`src/rtl/game_pkg.sv`:
```
// Shared constants for the game session controller: audio sample map, FSM encoding, BCD digit width.
package game_pkg;

  localparam int BCD_W = 4;

  localparam logic [3:0] SAMPLE_WALLS      = 4'd1;
  localparam logic [3:0] SAMPLE_PADDLE     = 4'd2;
  localparam logic [3:0] SAMPLE_LOST_BALL  = 4'd3;
  localparam logic [3:0] SAMPLE_BLOCK_BASE = 4'd8;

  localparam logic [1:0] ST_LOAD = 2'd0;
  localparam logic [1:0] ST_PLAY = 2'd1;
  localparam logic [1:0] ST_OVER = 2'd2;

  typedef struct packed {
    logic       lost;
    logic       block;
    logic       paddle;
    logic       wall;
    logic [2:0] row;
  } step_ev_t;

  typedef struct packed {
    logic       trig;
    logic [3:0] sel;
  } audio_t;

  // Highest-priority sound for one physics step; trig=0 when nothing audible happened.
  function automatic audio_t audio_pick(input step_ev_t ev);
    audio_t a;
    a.trig = 1'b1;
    if (ev.lost)        a.sel = SAMPLE_LOST_BALL;
    else if (ev.block)  a.sel = SAMPLE_BLOCK_BASE + {1'b0, ev.row};
    else if (ev.paddle) a.sel = SAMPLE_PADDLE;
    else if (ev.wall)   a.sel = SAMPLE_WALLS;
    else begin
      a.trig = 1'b0;
      a.sel  = '0;
    end
    return a;
  endfunction

endpackage

```
`src/rtl/bcd_digit.sv`:
```
// One decimal score digit: counts 0..9 when enabled, carry out on 9->0, hold freezes the chain at all-nines.
module bcd_digit
  import game_pkg::*;
(
  input  logic             clk,
  input  logic             rst,
  input  logic             clr,
  input  logic             en,
  input  logic             hold,
  output logic [BCD_W-1:0] digit,
  output logic             co
);

  logic [BCD_W-1:0] digit_q, digit_d;
  logic             wrap;

  assign wrap = (digit_q == BCD_W'(9));

  always_comb begin
    digit_d = digit_q;
    if (clr)             digit_d = '0;
    else if (en && !hold) digit_d = wrap ? '0 : digit_q + 1'b1;
  end

  always_ff @(posedge clk or posedge rst) begin
    if (rst) digit_q <= '0;
    else     digit_q <= digit_d;
  end

  assign digit = digit_q;
  assign co    = en & ~hold & wrap;

endmodule

```
`src/rtl/game_session_ctrl.sv`:
```
// Game session sequencer: level/lives FSM, prioritized audio cue, paced BCD score with high score.
// Optional GAME_SESSION_CTRL_EXTRA_LIFE_EN: +1 life on every thousand points, capped at MAX_LIVES.
module game_session_ctrl
  import game_pkg::*;
#(
  parameter int DIGITS      = 4,
  parameter int START_LIVES = 5,
  parameter int MAX_LIVES   = 7,
  parameter int LEVELS      = 4,
  parameter int ROWS        = 5,
  parameter int PEND_W      = 6
) (
  input  logic                                         CLK,
  input  logic                                         RESET,
  input  logic                                         STEP_COMPLETE,
  input  logic                                         BALL_LOST,
  input  logic                                         HIT_BLOCK,
  input  logic                                         HIT_PADDLE,
  input  logic                                         HIT_WALL,
  input  logic                                         BLOCKS_CLEARED,
  input  logic [2:0]                                   HIT_BLOCK_ROW,
  input  logic                                         PAUSE,
  input  logic                                         START,
  output logic [3:0]                                   AUDIO_SELECT,
  output logic                                         AUDIO_TRIGGER,
  output logic                                         RUN_ENABLE,
  output logic                                         LOAD_LEVEL,
  output logic [((LEVELS > 1) ? $clog2(LEVELS) : 1)-1:0] LEVEL,
  output logic [$clog2(MAX_LIVES+1)-1:0]               LIVES,
  output logic                                         GAME_OVER,
  output logic [4*DIGITS-1:0]                          SCORE,
  output logic [4*DIGITS-1:0]                          HIGH_SCORE
);

  localparam int LW  = (LEVELS > 1) ? $clog2(LEVELS) : 1;
  localparam int LVW = $clog2(MAX_LIVES+1);
  localparam int SW  = BCD_W * DIGITS;
  localparam int AW  = PEND_W + 8;

  localparam logic [LW-1:0]     LEVEL_LAST  = LW'(LEVELS - 1);
  localparam logic [LVW-1:0]    LIVES_START = LVW'(START_LIVES);
  localparam logic [PEND_W-1:0] PEND_MAX    = '1;
  localparam logic [SW-1:0]     ALL_NINES   = {DIGITS{4'h9}};

  logic [1:0]        state_q, state_d;
  logic [LW-1:0]     level_q, level_d;
  logic [LVW-1:0]    lives_q, lives_d;
  logic [SW-1:0]     hi_q, hi_d;
  logic [PEND_W-1:0] pend_q, pend_d;
  logic [3:0]        aud_sel_q, aud_sel_d;
  logic              aud_trig_q, aud_trig_d;

  step_ev_t          ev;
  audio_t            aud;
  logic              step, lost, clear, restart, drain, go_over;
  logic              grant, lives_room;
  logic [7:0]        row_ext, weight;
  logic [AW-1:0]     sum;

  logic [SW-1:0]     score;
  logic [DIGITS-1:0] dig_en, score_co;
  logic              all9;
  logic              unused_co;

  assign ev = '{lost: BALL_LOST, block: HIT_BLOCK, paddle: HIT_PADDLE,
                wall: HIT_WALL, row: HIT_BLOCK_ROW};

  assign step    = STEP_COMPLETE & (state_q == ST_PLAY);
  assign lost    = step & BALL_LOST;
  assign clear   = step & BLOCKS_CLEARED;
  assign restart = (state_q == ST_OVER) & START;
  assign drain   = (pend_q != '0);
  assign all9    = (score == ALL_NINES);

`ifdef GAME_SESSION_CTRL_EXTRA_LIFE_EN
  localparam logic [LVW-1:0] LIVES_MAX = LVW'(MAX_LIVES);
  // Carry out of the hundreds digit marks each thousand-point boundary.
  if (DIGITS > 2) begin : g_grant
    assign grant = score_co[2];
  end else begin : g_no_grant
    assign grant = 1'b0;
  end
  assign lives_room = (lives_q != LIVES_MAX);
`else
  assign grant      = 1'b0;
  assign lives_room = 1'b0;
`endif

  always_comb begin
    aud        = audio_pick(ev);
    aud_trig_d = step & aud.trig;
    aud_sel_d  = (step & aud.trig) ? aud.sel : aud_sel_q;

    row_ext = 8'(HIT_BLOCK_ROW);
    weight  = (row_ext < 8'(ROWS)) ? 8'(ROWS) - row_ext : 8'd0;
    if (!(step && HIT_BLOCK)) weight = 8'd0;

    // Add and drain in one sum so a coinciding hit loses nothing but the single drained point.
    sum    = AW'(pend_q) + AW'(weight) - AW'(drain);
    pend_d = (sum > AW'(PEND_MAX)) ? PEND_MAX : sum[PEND_W-1:0];
    if (restart) pend_d = '0;

    lives_d = lives_q;
    go_over = 1'b0;
    if (lost && !grant) begin
      if (lives_q != '0) lives_d = lives_q - 1'b1;
      go_over = (lives_q <= LVW'(1));
    end else if (grant && !lost && lives_room) begin
      lives_d = lives_q + 1'b1;
    end
    if (restart) lives_d = LIVES_START;

    state_d = state_q;
    level_d = level_q;
    hi_d    = hi_q;
    case (state_q)
      ST_LOAD: state_d = ST_PLAY;
      ST_PLAY: begin
        if (go_over) begin
          state_d = ST_OVER;
          // Valid packed BCD orders the same as unsigned binary.
          if (score > hi_q) hi_d = score;
        end else if (clear) begin
          state_d = ST_LOAD;
          level_d = (level_q == LEVEL_LAST) ? '0 : level_q + 1'b1;
        end
      end
      ST_OVER: begin
        if (START) begin
          state_d = ST_LOAD;
          level_d = '0;
        end
      end
      default: state_d = ST_LOAD;
    endcase
  end

  always_ff @(posedge CLK or posedge RESET) begin
    if (RESET) begin
      state_q    <= ST_LOAD;
      level_q    <= '0;
      lives_q    <= LIVES_START;
      hi_q       <= '0;
      pend_q     <= '0;
      aud_sel_q  <= '0;
      aud_trig_q <= 1'b0;
    end else begin
      state_q    <= state_d;
      level_q    <= level_d;
      lives_q    <= lives_d;
      hi_q       <= hi_d;
      pend_q     <= pend_d;
      aud_sel_q  <= aud_sel_d;
      aud_trig_q <= aud_trig_d;
    end
  end

  for (genvar i = 0; i < DIGITS; i++) begin : g_dig
    if (i == 0) begin : g_lsd
      assign dig_en[i] = drain;
    end else begin : g_upper
      assign dig_en[i] = score_co[i-1];
    end
    bcd_digit u_dig (
      .clk   (CLK),
      .rst   (RESET),
      .clr   (restart),
      .en    (dig_en[i]),
      .hold  (all9),
      .digit (score[i*BCD_W +: BCD_W]),
      .co    (score_co[i])
    );
  end

  assign unused_co = score_co[DIGITS-1];

  assign AUDIO_SELECT  = aud_sel_q;
  assign AUDIO_TRIGGER = aud_trig_q;
  assign RUN_ENABLE    = (state_q == ST_PLAY) & ~PAUSE;
  assign LOAD_LEVEL    = (state_q == ST_LOAD);
  assign GAME_OVER     = (state_q == ST_OVER);
  assign LEVEL         = level_q;
  assign LIVES         = lives_q;
  assign SCORE         = score;
  assign HIGH_SCORE    = hi_q;

endmodule

```
`config.mk`:
```
export PLATFORM = sky130hd
export DESIGN_NAME = game_session_ctrl
export DESIGN_NICKNAME = d
export VERILOG_FILES = /design/src/rtl/game_pkg.sv /design/src/rtl/bcd_digit.sv /design/src/rtl/game_session_ctrl.sv
export SDC_FILE = /design/constraint.sdc
export NUM_CORES = 1
export LEC_CHECK = 0
export CORE_MARGIN = 5
export CORE_UTILIZATION = 60
export CTS_CLUSTER_SIZE = 25
export DETAILED_ROUTE_END_ITERATION = 8
export DONT_BUFFER_PORTS = 1
export PLACE_DENSITY = 0.76
export SYNTH_ARGS = -nofsm -noshare
export SYNTH_HDL_FRONTEND = slang
export SYNTH_SLANG_ARGS = --single-unit
```
`constraint.sdc`:
```
create_clock -name CLK -period 4.2 [get_ports CLK]
set_input_delay 0.84 -clock CLK [delete_from_list [all_inputs] [get_ports CLK]]
set_output_delay 0.84 -clock CLK [all_outputs]
set_load 0.03 [all_outputs]
```
==> results by group, run 1 <==
Outcome
  • Status: finished clean

Logic synthesis
  • Synth Area in Adders: roughly 14%
  • Post-Syn Area: 3550 um^2
  • Post-synth EDFFs: 0
  • Synth Instances: between 300 and 400
  • Synth Warn #: 0
  • Post-synthesis mux area share: 2.08%
  • Largest family of logic cells by synthesized area: simple AND/OR/NAND/NOR gates
  • Average cell area after synthesis: roughly 9.3 um^2
  • Ys async rst share: 100%
  • Syn_nets: between 400 and 500
  • Complex-gate fraction of the synthesized area: about 20%
  • Prevailing post-synth register cell: dfrtp_1
  • Register area share after synthesis: a little over a third
  • #FFs+latches synth: 50
  • Post-synthesis simple-gate area fraction: roughly a fifth
  • Distinct cells, synth: 61
  • Post-synthesis xor/xnor area fraction: between 2 and 2.5%

Power and ir drop
  • Reg power frac: roughly 48%
  • Switching pwr: roughly 1.0 mW
  • Clock share of power: between 10% and 20%
  • Int Power: ~1.1 mW
  • Power density over the cells: ~590 nW/um^2
  • Sw frac: between 40% and 50%
  • Design Power: about 2.2 mW
  • Static Leak: approximately 1.7 nW
  • Maximum vdd drop: 0.412 mV
  • Combinational Power Share: roughly 39%

GRT
  • First-pass GRT wire length: between 10000 and 15000 um
  • Number of global-route vias before repair: between 2000 and 3000
  • Grt ovf: 0
  • Tot GR Track Use: 23.6%
  • Initial antenna violation count: 0
  • Pin count of the biggest net entering global routing: roughly 50

Clock tree
  • CTS max path bufs: 2
  • Reg clk slew, reported paths: about 0.1 ns
  • Post-CTS setup buffers: 0
  • TritonCTS buffer count: 5
  • H-Tree Depth: 2
  • Clock latency on the worst-skew pair: approximately 0.31 ns
  • Post-CTS Hold Buffers: 0
  • Clk root buf: clkbuf_8
  • Clk sinks: 50
  • Post_cts resized: 0
  • CTS tree: built

Min path
  • Hold EP: state_q[0]
  • Worst hold path type: flip-flop to flip-flop
  • Hold Path Depth: 1
  • HP Start: state_q[1]

Timing
  • Slew headroom: between 20% and 30%
  • Worst clock skew: about 0.020 ns
  • Slew Limit Fails: 0
  • Final hold vios: 0
  • Setup WS post-layout: ~0.80 ns
  • WHS: roughly 0.5 ns
  • Worst-Margin Slew: 1.07 ns
  • Final setup fails: 0
  • Period Utilization, post-route: about four fifths
  • Total Neg Setup Slack: 0 ns
  • Period minus WS final: about 3.4 ns
  • RSZ-0062 raised after global routing: false
  • Fmax: around 300 MHz

Route
  • Drt total wl: 8440 um
  • Routed len/inst: about 19 um
  • First DRT Iteration DRCs: roughly 190
  • Router iterations before antenna repair: 5
  • DR vias/cell: 6.50
  • Final ANT Viol Nets: 0
  • Drc violations: 0
  • Via Count: 2938

Floorplanning
  • Row count: 28
  • Die height: between 80 and 90 um
  • Initial Util: about three fifths
  • Die area: approximately 7600 um^2
  • Die width: between 80 and 90 um
  • Num ports: 58
  • CORE AREA: ~5900 um^2

Critical path
  • Setup crit end kind: flip-flop
  • Critical path launch point type: flip-flop
  • Critical Path RT: ~4.4 ns
  • Critical-path maximum fanout: 6
  • Setup CP Type: flip-flop to flip-flop
  • Reg2Reg Launch Point: pend_q[5]
  • R2r endpoint: pend_q[1]
  • Register-to-register path setup slack: around 0.8 ns
  • WP data arrival: around 3.6 ns
  • Cells on worst reg2reg path: 13

Final layout
  • ANT cells: 0
  • Final std cells w/o fill: roughly 450
  • Layout Utilization: a little over three fifths
  • Area Overhead vs Synth: 3.46%
  • Net count, final: 429
  • Post-route cell area: 3670 um^2
  • Layout cells sized above 1: between 6 and 7%

Placement
  • DP Worst Slack: roughly 0.80 ns
  • Placed inst area: ~3600 um^2
  • Post-Place Cells: 444
  • Dpl hpwl: ~6000 um
  • Buffers on Ports: 0
  • Gpl congestion: 0.891

Run
  • Max Cap Viol: 0
==> cells in the final DEF (no fill, tap or decap), types with 8 or more instances in the layout <==
cell type,n
ha_1,39
a32oi_1,16
dfrtp_1,48
inv_1,38
nor2_1,18
a21oi_1,15
o21ai_1,8
nand2_1,42
nor4_1,17
o311ai_1,10
==> cell type report <==
type                    count  area [um^2]
flip-flops and latches     50         1250
multi-input cells         276         2070
clock buffers               7         76.3
clock inverters             1         7.51
fillers                   503         2180
well taps                  75         93.8
repair buffers              3         22.5
inverters                  40          150
==> state kept, by name, indices dropped and copies added (netlist names) <==
| signal | flops |
|---|---|
| AUDIO_SELECT | 4 |
| LIVES | 3 |
| g_dig.u_dig.digit | 16 |
| state_q | 2 |
| LEVEL | 2 |
| AUDIO_TRIGGER | 1 |
| pend_q | 6 |
| HIGH_SCORE | 16 |
==> cells in the mapped netlist, types with 4 or more instances <==
master    count  area share, %
buf_2         5           0.71
and3b_1       6            1.5
clkbuf_1      4           0.42
xnor2_1       5            1.2
a21o_1        5            1.1
xor2_1        4           0.99
o311ai_0      6            1.5
inv_1        39            4.1
and2_1        4           0.71
nor4_1       17            3.0
nand2_1      42            4.4
or3_1         5           0.88
nor2b_1       4           0.71
a31oi_1       6            1.1
o21ai_0       5           0.71
ha_1         39             14
nor2_1       18            1.9
nand3_1       6           0.85
a32oi_1      16            3.9
o311ai_1     10            2.5
dfrtp_1      48             34
mux2i_1       4            1.1
a21oi_1      15            2.1
o21ai_1       8            1.1
==> power by group through the flow <==
stage | Combinational, mW | Sequential (mW) | Clock (mW)
4_1_cts | 0.848 | 1.04 | 0.283
2_1_floorplan | 0.712 | 0.969 | 0
5_1_grt | 0.981 | 1.06 | 0.302
3_3_place_gp | 0.810 | 1.04 | 0
3_5_place_dp | 0.843 | 1.05 | 0
6_report | 0.847 | 1.03 | 0.280
==> routing by layer <==
layer | wire (um) | vias to the layer above | part of all wire, % | GRT usage, %
li1 | - | 1406 | - | -
met1 | 3630 | 1402 | 43 | 31.2
met2 | 3910 | 121 | 46 | 37.6
met3 | 780 | 9 | 9.2 | 6.24
met4 | 114 | 0 | 1.4 | 7.37
met5 | 0 | - | 0 | 0
==> logic make-up (layout without fill, tap and decap cells) <==
| group | after synthesis | count (layout) |
|---|---|---|
| compound gates | 94 | 94 |
| xor+xnor | 9 | 9 |
| fa+ha+maj | 40 | 40 |
| buf+inv | 54 | 51 |
| flops | 50 | 50 |
| mux | 7 | 7 |
| simple gates | 126 | 126 |
==> how the worst max path moves through the flow <==
stage	cells after the start	start	to	slack, ns
floorplan	12	STEP_COMPLETE	pend_q[0]	1.04
global placement	11	STEP_COMPLETE	pend_q[0]	0.87
detailed placement	13	pend_q[5]	pend_q[1]	0.80
CTS	13	pend_q[5]	pend_q[1]	0.80
global route	13	pend_q[5]	pend_q[1]	0.57
finish	13	pend_q[5]	pend_q[1]	0.80
==> critical path, cell delays in order, from the launching register on <==
cell and delay (ns):
dfrtp_1 0.41, inv_1 0.15, ha_1 0.17, nor4b_2 0.30, nand2_1 0.19, ha_1 0.32, inv_1 0.04, ha_1 0.21
fa_1 0.46, a211o_1 0.31, o211ai_1 0.11, nor4_1 0.07, a211o_1 0.35, a31oi_1 0.23
No activity file was read; power rests on OpenSTA's default activity.
==> run 2, diff against run 1 <==
--- a/config.mk
+++ b/config.mk
@@ -6,7 +6,7 @@
 export NUM_CORES = 1
 export LEC_CHECK = 0
 export CORE_MARGIN = 5
-export CORE_UTILIZATION = 60
+export CORE_UTILIZATION = 58
 export CTS_CLUSTER_SIZE = 25
 export DETAILED_ROUTE_END_ITERATION = 8
 export DONT_BUFFER_PORTS = 1
==> constraint.sdc (replaced) <==
create_clock -name CLK -period 2.9 [get_ports CLK]
set_input_delay 0.58 -clock CLK [delete_from_list [all_inputs] [get_ports CLK]]
set_output_delay 0.58 -clock CLK [all_outputs]
set_load 0.03 [all_outputs]
==> run 2 against run 1 <==
Critical path depth increased by 3. Global-route usage increased by 1.6 points. Hold slack got worse by 0.33 ns. Wire length increased by 12%. Register-to-register slack got worse by 0.80 ns. Worst setup slack got worse by 0.80 ns. Utilization increased by 5.9 points. Sequential cell count unchanged. Sequential share of layout area decreased by 3.3 points. Critical endpoint is now g_dig[1].u_dig.digit[1]. Largest power group is now combinational logic. Highest routed layer unchanged.
==> results by group, run 2 (synthesis results as in run 1) <==
Critical path
  • CP max-delay cell: dfrtp_1
  • Crit-path cells: inv_2 -> ha_4 -> nor4b_4 -> nand2_2 -> buf_4 -> buf_4 -> buf_4 -> buf_4 -> buf_4 -> buf_4 -> buf_4 -> buf_4 -> buf_4 -> buf_4 -> a31o_4 -> mux2_4
  • Setup crit end kind: flip-flop
  • Critical path launch point type: flip-flop
  • Setup CP Type: flip-flop to flip-flop
  • WP data arrival: between 3 and 4 ns
  • Critical Path RT: a little over 3 ns
  • Crit path top cell by count: buf_4
  • Critical-path maximum fanout: 6
  • Max incr delay on CP: about 0.40 ns

Timing
  • Setup WS post-layout: between 0.0015 and 0.002 ns
  • Slew headroom: a little over half
  • Worst-Margin Slew: 0.714 ns
  • Period minus WS final: about 2.9 ns
  • Period Utilization, post-route: roughly 100%
  • Slew Limit Fails: 0
  • Total Neg Setup Slack: 0 ns
  • Worst clock skew: about 0.0085 ns
  • Final setup fails: 0
  • Final hold vios: 0
  • Fmax: 345 MHz
  • RSZ-0062 raised after global routing: true

Route
  • Final ANT Viol Nets: 0
  • Router iterations before antenna repair: 4
  • Routed len/inst: ~19 um
  • Via Count: about 3200
  • DR vias/cell: approximately 6.5
  • Drc violations: 0
  • First DRT Iteration DRCs: 201
  • Drt total wl: around 9500 um

Placement
  • Placed inst area: approximately 3800 um^2
  • DP Worst Slack: -0.0791 ns
  • Dpl hpwl: around 6700 um
  • Buffers on Ports: 0
  • Gpl congestion: between 0.8 and 0.9

GRT
  • Tot GR Track Use: roughly a quarter
  • Pin count of the biggest net entering global routing: 24
  • Grt ovf: 0
  • Initial antenna violation count: 0
  • Number of global-route vias before repair: ~3100
  • First-pass GRT wire length: approximately 15000 um

Floorplanning
  • Die width: 88.2 um
  • Die area: between 7000 and 8000 um^2
  • Die height: around 88 um
  • CORE AREA: around 6000 um^2
  • Row count: 28
  • Num ports: 58
  • Initial Util: about 60%

Final layout
  • Most frequent cells in the layout: dfrtp_1 (48), buf_4 (45), nand2_1 (41)
  • Commonest non-fill, non-tap cell in the layout: dfrtp_1
  • Layout Utilization: 68.7%
  • Area Overhead vs Synth: 14.6%
  • Post-route cell area: 4070 um^2
  • ANT cells: 0
  • Layout cells sized above 1: between 10% and 20%
  • Net count, final: between 400 and 500

Clock tree
  • TritonCTS buffer count: 5
  • H-Tree Depth: 2
  • Clk root buf: clkbuf_8
  • Clk sinks: 50
  • Reg clk slew, reported paths: roughly 0.090 ns
  • CTS tree: built
  • Post-CTS Hold Buffers: 0
  • Clock latency on the worst-skew pair: 0.31 ns
  • CTS max path bufs: 2

Outcome
  • Status: finished clean

Power and ir drop
  • Maximum vdd drop: approximately 0.54 mV
  • Static Leak: 1.89 nW
  • Power density over the cells: roughly 850 nW/um^2

Min path
  • Worst hold path type: primary input to asynchronous set/reset pin

Run
  • Max Cap Viol: 0
run 2: cell count changes in the layout (fill, tap and decap cells not counted), sizes merged:
cell,before,now
buf,3,45
clkinv,1,2
clkinvlp,1,0
run 2: what timing repair did:
action / in CTS / in global routing
pin swaps: 7 / 1
setup buffers: 11 / 2
endpoints found under the setup margin: 6 / 11
resized for setup: 1 / 11
run 2: area by class of cell:
cell class | instances | area (um^2)
clock buffers | 7 | 86.3
repair buffers | 45 | 338
multi-input cells | 276 | 2140
well taps | 75 | 93.8
flip-flops and latches | 50 | 1250
clock inverters | 1 | 5.00
inverters | 40 | 150
fillers | 470 | 1860
run 2: power breakdown:
| group | internal (mW) | switching [mW] | leakage, nW | total, mW |
|---|---|---|---|---|
| registers | 0.900 | 0.422 | 0.550 | 1.32 |
| logic | 0.746 | 0.963 | 1.30 | 1.71 |
| clock network | 0.193 | 0.236 | 0.0482 | 0.429 |
| total | 1.84 | 1.62 | 1.89 | 3.46 |
run 2: worst paths after layout:
check / start / end / slack (ns) / depth (start not counted)
setup / recovery: pend_q[4] / g_dig[1].u_dig.digit[1] / 0.002 / 16
hold / removal: RESET / AUDIO_SELECT[0] / 0.16 / 1
setup reg to reg: pend_q[4] / g_dig[1].u_dig.digit[1] / 0.002 / 16
hold reg to reg: state_q[1] / state_q[0] / 0.51 / 1
max in group asynchronous: RESET / g_dig[2].u_dig.digit[1] / 2.10 / 2
min in group CLK: START / state_q[1] / 0.38 / 1
run 2: metal layers:
layer / track usage [%] / wire length, um
met2: 39.5 / 4430
met5: 0 / 0
met3: 5.87 / 812
met1: 34.7 / 4070
met4: 7.69 / 157
run 2: critical path: cells and delay by family, from the launching register on:
kind / cells / cell delay (ns)
buffers and inverters: 11 / 1.35
and+or+nand+nor: 2 / 0.37
adders and majority gates: 1 / 0.13
muxes: 1 / 0.30
DFF: 1 / 0.40
AOI/OAI and AO/OA: 1 / 0.24
run 2: per-stage QoR:
stage | hold WS, ns | cells | power [mW]
floorplan | 0.450 | 380 | 2.45
global placement | 0.494 | 473 | 2.85
detailed placement | 0.487 | 473 | 2.91
CTS | 0.170 | 492 | 3.37
global route | 0.189 | 494 | 3.75
finish | 0.162 | 494 | 3.46
